==> config.mk <==
export PLATFORM = sky130hd
export DESIGN_NAME = dec_10b8b_multilane
export DESIGN_NICKNAME = d
export VERILOG_FILES = /design/src/rtl/dec_10b8b_multilane.sv
export SDC_FILE = /design/constraint.sdc
export NUM_CORES = 1
export LEC_CHECK = 0
export CAP_MARGIN = 20
export CORE_UTILIZATION = 55
export CTS_BUF_LIST = sky130_fd_sc_hd__clkbuf_4 sky130_fd_sc_hd__clkbuf_8
export DETAILED_ROUTE_END_ITERATION = 16
export GPL_ROUTABILITY_DRIVEN = 0
export HOLD_SLACK_MARGIN = 0.02
export MAX_ROUTING_LAYER = met4
export PLACE_DENSITY = 0.81
export SETUP_SLACK_MARGIN = 0.05
export SYNTH_ARGS = -nofsm -noshare
export SYNTH_HDL_FRONTEND = slang
export SYNTH_SLANG_ARGS = --single-unit
==> constraint.sdc <==
create_clock -name clk -period 10.1 [get_ports clk]
set_input_delay 2.02 -clock clk [delete_from_list [all_inputs] [get_ports clk]]
set_output_delay 2.02 -clock clk [all_outputs]
set_load 0.03 [all_outputs]
==> src/rtl/dec_10b8b_multilane.sv <==
// Multi-lane 10b/8b decoder with internally tracked running disparity.
// Decodes LANES symbols per beat in one registered stage; lane 0 is the
// earliest symbol, and RD chains lane to lane and beat to beat.
module dec_10b8b_multilane #(
    parameter int unsigned LANES     = 2,
    parameter logic        INIT_RD   = 1'b0,
    parameter int unsigned ERR_CNT_W = 16
) (
    input  logic                   clk,
    input  logic                   rst_n,
    input  logic                   in_valid,
    input  logic [10*LANES-1:0]    data_in,
    input  logic                   rd_load,
    input  logic                   rd_load_val,
    input  logic                   err_cnt_clr,
    output logic                   out_valid,
    output logic [8*LANES-1:0]     data_out,
    output logic [LANES-1:0]       k_out,
    output logic [LANES-1:0]       comma_det,
    output logic [LANES-1:0]       code_err,
    output logic [LANES-1:0]       disp_err,
    output logic                   rd_out,
    output logic [ERR_CNT_W-1:0]   err_cnt
);

    localparam int unsigned SUM_W = ERR_CNT_W + 4;
    localparam logic [SUM_W-1:0] CNT_MAX = {{4{1'b0}}, {ERR_CNT_W{1'b1}}};

    typedef struct packed {
        logic [7:0] data;
        logic       k;
        logic       comma;
        logic       cerr;
        logic       derr;
        logic       rd;
    } lane_res_t;

    function automatic logic [3:0] popcnt10(input logic [9:0] v);
        logic [3:0] n;
        n = '0;
        for (int unsigned i = 0; i < 10; i++) begin
            n = n + {3'b000, v[i]};
        end
        return n;
    endfunction

    // 6b sub-block (abcdei) -> {known, EDCBA}; K28 sub-blocks are handled separately
    function automatic logic [5:0] map6(input logic [5:0] s);
        logic [5:0] r;
        case (s)
            6'b100111, 6'b011000: r = {1'b1, 5'd0};
            6'b011101, 6'b100010: r = {1'b1, 5'd1};
            6'b101101, 6'b010010: r = {1'b1, 5'd2};
            6'b110001:            r = {1'b1, 5'd3};
            6'b110101, 6'b001010: r = {1'b1, 5'd4};
            6'b101001:            r = {1'b1, 5'd5};
            6'b011001:            r = {1'b1, 5'd6};
            6'b111000, 6'b000111: r = {1'b1, 5'd7};
            6'b111001, 6'b000110: r = {1'b1, 5'd8};
            6'b100101:            r = {1'b1, 5'd9};
            6'b010101:            r = {1'b1, 5'd10};
            6'b110100:            r = {1'b1, 5'd11};
            6'b001101:            r = {1'b1, 5'd12};
            6'b101100:            r = {1'b1, 5'd13};
            6'b011100:            r = {1'b1, 5'd14};
            6'b010111, 6'b101000: r = {1'b1, 5'd15};
            6'b011011, 6'b100100: r = {1'b1, 5'd16};
            6'b100011:            r = {1'b1, 5'd17};
            6'b010011:            r = {1'b1, 5'd18};
            6'b110010:            r = {1'b1, 5'd19};
            6'b001011:            r = {1'b1, 5'd20};
            6'b101010:            r = {1'b1, 5'd21};
            6'b011010:            r = {1'b1, 5'd22};
            6'b111010, 6'b000101: r = {1'b1, 5'd23};
            6'b110011, 6'b001100: r = {1'b1, 5'd24};
            6'b100110:            r = {1'b1, 5'd25};
            6'b010110:            r = {1'b1, 5'd26};
            6'b110110, 6'b001001: r = {1'b1, 5'd27};
            6'b001110:            r = {1'b1, 5'd28};
            6'b101110, 6'b010001: r = {1'b1, 5'd29};
            6'b011110, 6'b100001: r = {1'b1, 5'd30};
            6'b101011, 6'b010100: r = {1'b1, 5'd31};
            default:              r = '0;
        endcase
        return r;
    endfunction

    // 4b sub-block (fghj) -> HGF, ignoring which RD column it came from
    function automatic logic [2:0] map4(input logic [3:0] f);
        logic [2:0] y;
        case (f)
            4'b1011, 4'b0100:                   y = 3'd0;
            4'b1001:                            y = 3'd1;
            4'b0101:                            y = 3'd2;
            4'b1100, 4'b0011:                   y = 3'd3;
            4'b1101, 4'b0010:                   y = 3'd4;
            4'b1010:                            y = 3'd5;
            4'b0110:                            y = 3'd6;
            4'b1110, 4'b0001, 4'b0111, 4'b1000: y = 3'd7;
            default:                            y = 3'd0;
        endcase
        return y;
    endfunction

    // A symbol is legal if it belongs to either RD column: the 6b block fixes
    // which column(s) are possible and hence the RD seen by the 4b block.
    function automatic lane_res_t decode_sym(input logic [9:0] sym, input logic rd_in);
        lane_res_t  r;
        logic [5:0] sb6;
        logic [3:0] sb4;
        logic [3:0] k4;
        logic [3:0] ones;
        logic [3:0] ones6;
        logic [5:0] m6;
        logic [4:0] x;
        logic [2:0] y;
        logic ok6, k28m, k28p, rdm_ok, rdp_ok, a7m, a7p, in_m, in_p, k28_set;
        logic is_data, is_kx7, is_k28, valid;

        r     = '0;
        sb6   = sym[9:4];
        sb4   = sym[3:0];
        ones  = popcnt10(sym);
        ones6 = popcnt10({4'b0000, sb6});
        m6    = map6(sb6);
        ok6   = m6[5];
        x     = m6[4:0];
        k28m  = (sb6 == 6'b001111);
        k28p  = (sb6 == 6'b110000);
        k4    = k28p ? ~sb4 : sb4;

        // RD at the 4b boundary that the 6b block allows (D.7 is column-specific)
        rdm_ok = ok6 && ((ones6 == 4'd2) || ((ones6 == 4'd3) && (sb6 != 6'b000111)));
        rdp_ok = ok6 && ((ones6 == 4'd4) || ((ones6 == 4'd3) && (sb6 != 6'b111000)));
        a7m    = (x == 5'd17) || (x == 5'd18) || (x == 5'd20);
        a7p    = (x == 5'd11) || (x == 5'd13) || (x == 5'd14);

        case (sb4)
            4'b1011, 4'b1001, 4'b0101, 4'b1100, 4'b1101, 4'b1010, 4'b0110: in_m = 1'b1;
            4'b1110: in_m = !a7m;
            4'b0111: in_m = a7m;
            default: in_m = 1'b0;
        endcase
        case (sb4)
            4'b0100, 4'b1001, 4'b0101, 4'b0011, 4'b0010, 4'b1010, 4'b0110: in_p = 1'b1;
            4'b0001: in_p = !a7p;
            4'b1000: in_p = a7p;
            default: in_p = 1'b0;
        endcase
        case (k4)
            4'b0100, 4'b1001, 4'b0101, 4'b0011,
            4'b0010, 4'b1010, 4'b0110, 4'b1000: k28_set = 1'b1;
            default:                            k28_set = 1'b0;
        endcase

        is_data = (rdm_ok && in_m) || (rdp_ok && in_p);
        is_kx7  = ok6 && ((x == 5'd23) || (x == 5'd27) || (x == 5'd29) || (x == 5'd30)) &&
                  (((ones6 == 4'd4) && (sb4 == 4'b1000)) || ((ones6 == 4'd2) && (sb4 == 4'b0111)));
        is_k28  = (k28m || k28p) && k28_set;
        valid   = (is_data || is_kx7 || is_k28) && (ones >= 4'd4) && (ones <= 4'd6);

        if (!valid) begin
            r.cerr = 1'b1;
            r.rd   = rd_in;
        end else begin
            y       = is_k28 ? map4(k4) : map4(sb4);
            r.data  = {y, (is_k28 ? 5'd28 : x)};
            r.k     = is_kx7 || is_k28;
            r.comma = is_k28 && (y == 3'd5);
            if (ones == 4'd6) begin
                r.derr = rd_in;
                r.rd   = 1'b1;
            end else if (ones == 4'd4) begin
                r.derr = !rd_in;
                r.rd   = 1'b0;
            end else begin
                // neutral overall but with an imbalanced 6b block: column is set by the 6b block
                r.derr = (ones6 != 4'd3) && (rd_in != (ones6 == 4'd2));
                r.rd   = rd_in;
            end
        end
        return r;
    endfunction

    logic                   rd_q;
    logic                   rd_last;
    logic [8*LANES-1:0]     nxt_data;
    logic [LANES-1:0]       nxt_k;
    logic [LANES-1:0]       nxt_comma;
    logic [LANES-1:0]       nxt_cerr;
    logic [LANES-1:0]       nxt_derr;
    logic [3:0]             beat_errs;
    logic [SUM_W-1:0]       cnt_sum;
    logic [ERR_CNT_W-1:0]   err_nxt;

    assign rd_out = rd_q;

    // Decode all lanes with RD rippling lane to lane, and form the next error count
    always_comb begin
        lane_res_t res;
        logic      rd_c;
        rd_c      = rd_load ? rd_load_val : rd_q;
        nxt_data  = '0;
        nxt_k     = '0;
        nxt_comma = '0;
        nxt_cerr  = '0;
        nxt_derr  = '0;
        beat_errs = '0;
        for (int unsigned i = 0; i < LANES; i++) begin
            res                 = decode_sym(data_in[10*i +: 10], rd_c);
            nxt_data[8*i +: 8]  = res.data;
            nxt_k[i]            = res.k;
            nxt_comma[i]        = res.comma;
            nxt_cerr[i]         = res.cerr;
            nxt_derr[i]         = res.derr;
            beat_errs           = beat_errs + {3'b000, res.cerr | res.derr};
            rd_c                = res.rd;
        end
        rd_last = rd_c;

        // clear and accumulate share one adder so a clearing beat still counts its errors
        cnt_sum = (err_cnt_clr ? {SUM_W{1'b0}} : {4'b0000, err_cnt}) +
                  {{ERR_CNT_W{1'b0}}, (in_valid ? beat_errs : 4'd0)};
        err_nxt = (cnt_sum > CNT_MAX) ? CNT_MAX[ERR_CNT_W-1:0] : cnt_sum[ERR_CNT_W-1:0];
    end

    // Output register, RD state and error counter
    always_ff @(posedge clk or negedge rst_n) begin
        if (!rst_n) begin
            out_valid <= 1'b0;
            data_out  <= '0;
            k_out     <= '0;
            comma_det <= '0;
            code_err  <= '0;
            disp_err  <= '0;
            rd_q      <= INIT_RD;
            err_cnt   <= '0;
        end else begin
            out_valid <= in_valid;
            if (in_valid) begin
                data_out  <= nxt_data;
                k_out     <= nxt_k;
                comma_det <= nxt_comma;
                code_err  <= nxt_cerr;
                disp_err  <= nxt_derr;
                rd_q      <= rd_last;
            end else if (rd_load) begin
                rd_q      <= rd_load_val;
            end
            err_cnt <= err_nxt;
        end
    end

endmodule
==> flow_metrics.py, run 1 <==
metrics = {
    "status": {
        "status": "complete, no violations",
    },
    "drt": {
        "top_layer_used": "met4",
        "vias": 5397,
        "drt_drc_violations_left": 0,
        "routedWlPerCell_um": 16.1,
        "first_iter_violations": 350,
        "ant_nets": 0,
        "wl_um": 13800,
        "wl_met1_um": 5970,
        "firstDrtPassIters": 5,
        "vias_per_cell": 6.27,
        "wl_met2_um": 6740,
        "wl_met3_um": 810,
    },
    "placement": {
        "dp_hpwl_um": 10300,
        "numPortBuffers": 67,
        "dpl_cell_area_um2": 6100,
    },
    "logic_synthesis": {
        "synth_cell_type_count": 89,
        "yosysWarnings": 0,
        "ys_ff_latch": 42,
        "synth.avg_cell_area_um2": 7.84,
        "seq_area_frac_synth_pct": 19.5,
        "synth-main-ff-cell": "dfrtp_1",
        "synthCells": 688,
        "synth_area_um2": 5400,
        "async_reset_ff_share_pct": 100,
        "synth-edff-count": 0,
        "syn_nets": 763,
    },
    "pwr": {
        "p_int_uw": 414,
        "powerDensity_nw_per_um2": 113,
        "combPwrFrac_pct": 53.4,
        "leakage_nw": 2.56,
        "swShare_pct": 41.4,
        "p_total_uw": 707,
        "peakVddDrop_uv": 62.0,
        "power_frac_seq_pct": 27.1,
        "p_switching_uw": 292,
        "clkPwrFrac_pct": 19.5,
    },
    "timing": {
        "finalSetupTns_ns": 0,
        "max_freq_mhz": 108,
        "setup_viol": 0,
        "relSlewSlack_pct": 36.9,
        "slew_violations": 0,
        "finalCritPeriodShare_pct": 91.9,
        "worst_pin_slew_ns": 0.946,
        "period_needed_ns": 9.28,
        "clock_skew_ns": 0.00899,
        "hold_violations": 0,
        "rsz0062_at_grt": "false",
    },
    "worst_setup_path": {
        "crit_type": "in2reg",
        "crit_fanout": 17,
        "arrival_ns": 9.47,
        "worst-path-buf-inv": 5,
        "crit_slowest_cell": "clkdlybuf4s50_1",
        "cp_top_family": "adder cells",
        "crit_top_cell": "fa_1",
        "cp-start-kind": "input port",
        "crit_required_ns": 10.29,
        "end_kind": "flip-flop",
        "crit_path_max_incr_delay_ns": 0.80,
    },
    "flow_run": {
        "cap_violations": 0,
    },
    "floorplan": {
        "fp.coreArea_um2": 9370,
        "start_util_pct": 57.6,
        "die_h_um": 101,
        "die_area_um2": 10200,
        "core.rowCount": 35,
        "pin_count": 68,
        "die_w_um": 101,
    },
    "cts": {
        "clockBufferDepth": 2,
        "clk_pin_slew_ns": 0.08,
        "clock_latency_ns": 0.31,
        "cts_buffers": 5,
        "cts_tree": "done",
        "cts.sinks": 42,
        "ctsRootBufferMaster": "clkbuf_8",
        "htreeDepth": 2,
        "postCtsSetupBuffers": 0,
    },
    "cells_and_area": {
        "n_antenna_cell": 0,
        "area_growth_pct": 15.7,
        "drive_gt1_share_pct": 6.56,
        "final_cell_mix": "inv_1, clkdlybuf4s50_1, nor2_1, o21ai_0",
        "final_nets": 807,
        "finalInstanceArea_um2": 6240,
        "post-route-util_pct": 66.6,
    },
    "min_path": {
        "hp-class": "reg2reg",
    },
    "global_route": {
        "grt_pass1_vias": 5147,
        "grt_antenna_before_repair": 0,
        "grt.overflow.total": 0,
        "grt_pass1_wl_um": 23600,
        "grt_max_degree": 43,
        "grt.total_usage_pct": 29.4,
    },
}
## state kept, by name, summed over array words and instances, names as in the netlist
register / count
k_out: 2
err_cnt: 16
comma_det: 2
rd_out: 1
disp_err: 2
code_err: 2
data_out: 16
out_valid: 1
## worst register-to-register path, delay by kind of cell, from the launching register on
kind / cells / cell delay, ns
muxes: 1 / 0.47
adders and majority gates: 3 / 0.88
and+or+nand+nor: 5 / 1.48
DFF: 1 / 0.39
AOI/OAI and AO/OA: 4 / 0.81
buffers and inverters: 2 / 0.16
## per-layer routing
layer  track usage [%]  vias to the layer above
li1                  -                     2580
met1              37.7                     2571
met2              48.4                      216
met3              3.68                       30
met4              9.25                        0
met5                 -                        -
## area by class of cell
type	instances	area (um^2)
inverters	67	251
multi-input cells	538	3900
flip-flops and latches	42	1050
well taps	129	161
clock inverters	1	30.0
clock buffers	6	82.6
fillers	791	3130
repair buffers	78	768
## worst paths after layout
path | start | cells past startpoint | slack (ns) | end
min in group asynchronous | rst_n | 1 | 1.85 | err_cnt[15]$_DFF_PN0_
worst min register to register | data_out[14]$_DFFE_PN0P_ | 1 | 0.49 | data_out[14]$_DFFE_PN0P_
worst min-delay path | data_out[14]$_DFFE_PN0P_ | 1 | 0.49 | data_out[14]$_DFFE_PN0P_
worst max register to register | rd_out$_DFF_PN0_ | 15 | 5.80 | err_cnt[3]$_DFF_PN0_
max in group asynchronous | rst_n | 1 | 7.66 | data_out[10]$_DFFE_PN0P_
worst max-delay path | data_in[13] | 27 | 0.82 | err_cnt[3]$_DFF_PN0_
## cells in the mapped netlist (6+ instances only)
master	count	area, um^2
inv_1	66	248
nor2_1	55	206
o21ai_0	52	260
dfrtp_1	42	1050
nand2_1	42	158
a21oi_1	39	195
ha_1	30	375
nand3_1	25	125
clkbuf_1	24	90.1
nand2b_1	21	131
fa_1	19	380
nor3_1	19	95.1
nor2b_1	18	113
o211ai_1	11	82.6
mux2i_1	10	100
xor2_1	10	87.6
buf_2	9	45.0
a211oi_1	8	60.1
nand4_1	8	50.1
nor3b_1	8	60.1
o22ai_1	8	50.1
o31ai_1	8	60.1
nand3b_1	7	52.6
a311oi_1	6	52.6
a31oi_1	6	37.5
## power by group through the flow
stage / clock [mW] / sequential, mW / combinational, mW
3_3_place_gp: 0 / 0.194 / 0.357
6_report: 0.138 / 0.192 / 0.377
4_1_cts: 0.137 / 0.192 / 0.372
3_5_place_dp: 0 / 0.195 / 0.370
5_1_grt: 0.149 / 0.193 / 0.418
2_1_floorplan: 0 / 0.221 / 0.239
## cell families after synthesis
| family | count (synthesis) | synth area share (%) |
|---|---|---|
| AOI/OAI and AO/OA | 215 | 28.0 |
| xor gates and xnor gates | 15 | 2.43 |
| adders and majority gates | 53 | 14.8 |
| buffers and inverters | 108 | 8.35 |
| DFF | 42 | 19.5 |
| muxes | 16 | 3.25 |
| and+or+nand+nor | 239 | 23.7 |
## metrics by stage
step / hold WS (ns) / cells / setup slack (ns)
after global routing: 0.509 / 861 / 0.210
after global placement: 0.481 / 853 / 0.779
final: 0.494 / 861 / 0.821
after CTS: 0.502 / 860 / 0.710
after floorplan: 0.654 / 688 / 1.89
after detailed placement: 0.480 / 853 / 0.372
## timing repair
item                                    4_1_cts  5_1_grt
endpoints found under the setup margin        0       13
hold buffers                                  0        0
resized for setup                             0        1
(Power assumes the default switching activity.)
==> run 2: changes to the inputs <==
- RECOVER_POWER: unset -> 100
==> flow_metrics.py, run 2 (synthesis gave the netlist of run 1 again) <==
metrics = {
    "status": {
        "status": "finished with violations",
        "violations": "capacitance limit, slew limit",
    },
    "placement": {
        "place_inst": 853,
        "numPortBuffers": 67,
        "dp_hpwl_um": 10300,
    },
    "timing": {
        "clock_skew_ns": 0.00921,
        "hold_violations": 0,
        "relSlewSlack_pct": -50.8,
        "finalSetupTns_ns": 0,
        "rsz0062_at_grt": "false",
        "period_needed_ns": 9.36,
        "max_freq_mhz": 107,
        "setup_viol": 0,
        "whs_ns": 0.489,
        "finalCritPeriodShare_pct": 92.7,
        "slew_violations": 82,
        "worst_pin_slew_ns": 2.26,
    },
    "cells_and_area": {
        "final_common_cell": "inv_1",
        "layout.cells.non_filler": 861,
        "area_growth_pct": 15.2,
        "final_cell_mix": "inv_1, nor2_1, o21ai_0, dlygate4sd3_1",
        "n_antenna_cell": 0,
        "post-route-util_pct": 66.3,
        "drive_gt1_share_pct": 5.74,
        "reg_top3": "data_out x16, err_cnt x16",
        "final_nets": 807,
    },
    "flow_run": {
        "cap_violations": 2,
    },
    "worst_setup_path": {
        "crit_fanout": 17,
        "ff2ff_path_depth": 15,
        "r2r_start": "rd_out$_DFF_PN0_",
        "cp_top_family": "adder cells",
        "crit_path_max_incr_delay_ns": 0.88,
        "cp_num_cells": 27,
        "reg2reg_slack_ns": 5.81,
        "crit_slowest_cell": "dlygate4sd3_1",
        "crit_type": "in2reg",
        "end_kind": "flip-flop",
        "crit_required_ns": 10.31,
        "crit_top_cell": "fa_1",
        "cp-start-kind": "input port",
        "timing.rr.end": "err_cnt[7]$_DFF_PN0_",
        "arrival_ns": 9.57,
        "worst-path-buf-inv": 5,
    },
    "pwr": {
        "leakage_nw": 2.67,
        "powerDensity_nw_per_um2": 112,
        "peakVddDrop_uv": 61.2,
    },
    "global_route": {
        "grt_antenna_before_repair": 0,
        "grt.total_usage_pct": 29.4,
        "grt_pass1_vias": 5147,
        "grt_max_degree": 43,
        "grt.overflow.total": 0,
        "grt_pass1_wl_um": 23600,
    },
    "floorplan": {
        "die_h_um": 101,
        "die_w_um": 101,
        "die_area_um2": 10200,
        "pin_count": 68,
        "fp.coreArea_um2": 9370,
        "core.rowCount": 35,
        "start_util_pct": 57.6,
    },
    "drt": {
        "top_layer_used": "met4",
        "wl_um": 13900,
        "vias_per_cell": 6.27,
        "wl_met3_um": 770,
        "drt_drc_violations_left": 0,
        "wl_met1_um": 6000,
        "vias": 5399,
        "first_iter_violations": 308,
        "wl_met2_um": 6770,
        "routedWlPerCell_um": 16.1,
        "ant_nets": 0,
        "firstDrtPassIters": 5,
    },
    "cts": {
        "clockBufferDepth": 2,
        "htreeDepth": 2,
        "clk_pin_slew_ns": 0.08,
        "ctsRootBufferMaster": "clkbuf_8",
        "cts_buffers": 5,
        "cts_tree": "done",
        "clock_latency_ns": 0.31,
        "cts.sinks": 42,
        "cts_hold_buffers": 0,
    },
    "min_path": {
        "min_to": "data_out[14]$_DFFE_PN0P_",
        "min_path_cells": 1,
        "hp-class": "reg2reg",
        "min_from": "data_out[14]$_DFFE_PN0P_",
    },
}
## run 2: repair_timing
action / CTS / global route
buffers inserted: 0 / 0
resized for setup: 0 / 1
endpoints found under the setup margin: 0 / 13
## run 2: layout make-up
cell class,instances,area [um^2]
Sequential cell,42,1050
Clock inverter,1,30.0
Fill cell,802,3160
Multi-Input combinational cell,538,3880
Tap cell,129,161
Inverter,67,251
Clock buffer,6,82.6
Timing Repair Buffer,78,756
## run 2: through the flow
step,total power [mW],area [um^2],setup WS (ns)
4_1_cts,0.701,6210,0.710
3_3_place_gp,0.551,6100,0.779
6_report,0.697,6210,0.740
2_1_floorplan,0.460,5400,1.89
3_5_place_dp,0.565,6100,0.372
5_1_grt,0.751,6210,0.119
## run 2: routing by layer
metal	up-vias	GRT usage, %
met2	211	48.4
met1	2569	37.7
met4	0	9.25
met3	31	3.68
li1	2588	-
met5	-	-
## run 2: worst max-delay path by stage
stage,start,endpoint
2_1_floorplan,data_in[10],err_cnt[7]$_DFF_PN0_
5_1_grt,data_in[13],err_cnt[3]$_DFF_PN0_
4_1_cts,data_in[13],err_cnt[3]$_DFF_PN0_
6_report,data_in[13],err_cnt[7]$_DFF_PN0_
3_5_place_dp,data_in[13],err_cnt[3]$_DFF_PN0_
3_3_place_gp,data_in[13],err_cnt[3]$_DFF_PN0_
## run 2: worst register-to-register path: cells and delay by family (launching register included)
family | cells | cell delay [ns]
flip-flops | 1 | 0.39
AO/OA/AOI/OAI | 4 | 0.83
multiplexers | 1 | 0.47
AND/OR/NAND/NOR | 5 | 1.48
buffers and inverters | 2 | 0.15
adder cells (fa/ha/maj) | 3 | 0.88
## run 2: power by group
| part | total (mW) | internal [mW] | switching (mW) |
|---|---|---|---|
| registers | 0.191 | 0.182 | 0.00907 |
| clock network | 0.138 | 0.0791 | 0.0585 |
| logic | 0.369 | 0.146 | 0.223 |
| total | 0.697 | 0.406 | 0.291 |
==> run 3: changes to the inputs <==
- ABC_AREA: unset -> 1
- PLACE_DENSITY: 0.81 -> 0.82
- SKIP_CTS_REPAIR_TIMING: unset -> 1
==> flow_metrics.py, run 3 <==
metrics = {
    "status": {
        "status": "finished with violations",
        "violations": "capacitance limit, slew limit",
    },
    "floorplan": {
        "fp.coreArea_um2": 9200,
        "pin_count": 68,
        "core.rowCount": 35,
        "start_util_pct": 56.7,
        "die_h_um": 99.4,
        "die_w_um": 99.4,
        "die_area_um2": 9880,
    },
    "logic_synthesis": {
        "synth-adder-area-share_pct": 14.5,
        "synth.avg_cell_area_um2": 6.64,
        "synthCells": 786,
        "seq_area_frac_synth_pct": 20.1,
        "async_reset_ff_share_pct": 100,
        "synth_compound_area_share_pct": 14.6,
        "yosysWarnings": 0,
        "yosysTopAreaCellShare_pct": 20.1,
        "ys_ff_latch": 42,
        "syn_nets": 861,
        "synth.most_common_cell": "nand2_1",
        "synth_area_um2": 5220,
        "synth_top_family_by_area": "simple AND/OR/NAND/NOR gates",
        "synthSimpleGateAreaFrac_pct": 34.6,
        "yosys-top-cells-count": "nand2_1, inv_1, nor2_1",
        "synth_cell_type_count": 52,
        "synth-xor-area-share_pct": 3.81,
        "synth-edff-count": 0,
        "synth_top_area_cell": "dfrtp_1",
        "synth-main-ff-cell": "dfrtp_1",
        "synthTopCellsByArea": "dfrtp_1, nand2_1, fa_1, ha_1, inv_1",
        "synthMuxAreaShare_pct": 0,
    },
    "worst_setup_path": {
        "crit_path_max_incr_delay_ns": 0.97,
        "arrival_ns": 9.18,
        "crit_slowest_cell": "dlygate4sd3_1",
        "crit_required_ns": 10.32,
        "end_kind": "flip-flop",
        "cp-start-kind": "input port",
        "crit_top_cell": "nand2_1",
        "crit_type": "in2reg",
        "crit_fanout": 20,
    },
    "cts": {
        "clock_latency_ns": 0.30,
        "clk_pin_slew_ns": 0.08,
        "clockBufferDepth": 2,
        "cts_buffers": 5,
        "cts.sinks": 42,
        "cts_tree": "done",
        "htreeDepth": 2,
        "ctsRootBufferMaster": "clkbuf_8",
    },
    "timing": {
        "period_needed_ns": 8.96,
        "relSlewSlack_pct": -42.6,
        "slew_violations": 43,
        "finalSetupTns_ns": 0,
        "hold_violations": 0,
        "fin_ws_ns": 1.14,
        "setup_viol": 0,
        "finalCritPeriodShare_pct": 88.7,
        "whs_ns": 0.481,
        "worst_pin_slew_ns": 2.14,
        "clock_skew_ns": 0.0150,
        "max_freq_mhz": 112,
        "rsz0062_at_grt": "false",
    },
    "cells_and_area": {
        "area_growth_pct": 12.7,
        "final_cell_mix": "nand2_1, inv_1, nor2_1, nand3_1, dlygate4sd3_1",
        "final_common_cell": "nand2_1",
        "final_nets": 911,
        "drive_gt1_share_pct": 6.45,
        "reg_top3": "data_out x16, err_cnt x16",
        "finalInstanceArea_um2": 5880,
        "n_antenna_cell": 0,
    },
    "drt": {
        "ant_nets": 0,
        "firstDrtPassIters": 5,
        "wl_um": 12400,
        "drt_drc_violations_left": 0,
        "vias": 5230,
        "routedWlPerCell_um": 13.0,
        "vias_per_cell": 5.52,
        "first_iter_violations": 272,
    },
    "pwr": {
        "powerDensity_nw_per_um2": 114,
        "peakVddDrop_uv": 62.4,
        "leakage_nw": 3.15,
    },
    "global_route": {
        "grt.overflow.total": 0,
        "grt_pass1_vias": 4964,
        "grt_pass1_wl_um": 21600,
        "grt_max_degree": 43,
        "grt.total_usage_pct": 26.9,
        "grt_antenna_before_repair": 0,
    },
    "min_path": {
        "hp-class": "reg2reg",
    },
    "placement": {
        "dp_hpwl_um": 9860,
        "dpl_cell_area_um2": 5830,
        "dp_worst_setup_slack_ns": 1.13,
        "numPortBuffers": 67,
    },
    "flow_run": {
        "cap_violations": 1,
    },
}
==> run 3: changes by cell type in the layout (fill, tap and decap cells not counted), sizes merged, moves of 10 or more <==
cell    delta
nand2    +207
inv       +53
nand3     +45
nand2b    -21
nor2b     -18
nor2      +17
a21oi     -11
mux2i     -10
==> run 3: layout make-up <==
class,instances,area [um^2]
clock buffers,5,68.8
fillers,838,3320
inverters,119,452
multi-input cells,601,3460
repair buffers,67,664
flip-flops and latches,42,1050
clock inverters,3,43.8
well taps,111,139
==> run 3: layer usage <==
metal / up-vias / track usage (%) / routed length, um / share of wire (%)
met1: 2404 / 33.5 / 5400 / 44
met5: - / - / 0 / 0
met2: 177 / 46.6 / 6130 / 50
met4: 0 / 7.58 / 256 / 2.1
li1: 2618 / - / - / -
met3: 31 / 2.67 / 564 / 4.6
==> run 3: stage by stage <==
step / power [mW] / std cells / utilization, %
2_1_floorplan: 0.453 / 786 / -
5_1_grt: 0.724 / 948 / 63.9
4_1_cts: 0.682 / 948 / 64.6
3_3_place_gp: 0.535 / 940 / 63.4
6_report: 0.668 / 948 / 63.9
3_5_place_dp: 0.548 / 940 / 63.4
==> run 3: path summary, 6_finish.rpt <==
kind	from	endpoint	slack, ns	cells past startpoint
setup / recovery	data_in[7]	err_cnt[13]$_DFF_PN0_	1.14	36
hold / removal	data_out[14]$_DFFE_PN0P_	data_out[14]$_DFFE_PN0P_	0.48	2
setup reg to reg	rd_out$_DFF_PN0_	err_cnt[13]$_DFF_PN0_	6.01	20
hold reg to reg	data_out[14]$_DFFE_PN0P_	data_out[14]$_DFFE_PN0P_	0.48	2
max in group asynchronous	rst_n	k_out[0]$_DFFE_PN0P_	6.53	1
min in group asynchronous	rst_n	err_cnt[9]$_DFF_PN0_	2.33	1
==> run 3: power breakdown <==
part / total, mW / internal, mW / leakage (nW) / switching [mW]
sequential: 0.191 / 0.183 / 0.568 / 0.00789
combinational: 0.343 / 0.122 / 2.52 / 0.221
clock: 0.134 / 0.0741 / 0.0585 / 0.0599
==> run 3: logic make-up (layout without fill, tap and decap cells) <==
kind of cell             count (synthesis)  count (layout)
AND/OR/NAND/NOR                        413             413
buffers and inverters                  143             194
AO/OA/AOI/OAI                          118             118
adder cells (fa/ha/maj)                 49              49
flip-flops                              42              42
XOR/XNOR                                21              21
==> run 3: worst max-delay path, delay by kind of cell <==
| family | cells | cell delay [ns] |
|---|---|---|
| AND/OR/NAND/NOR | 20 | 2.82 |
| buffers and inverters | 7 | 1.53 |
| adder cells (fa/ha/maj) | 7 | 2.46 |
| AO/OA/AOI/OAI | 2 | 0.32 |
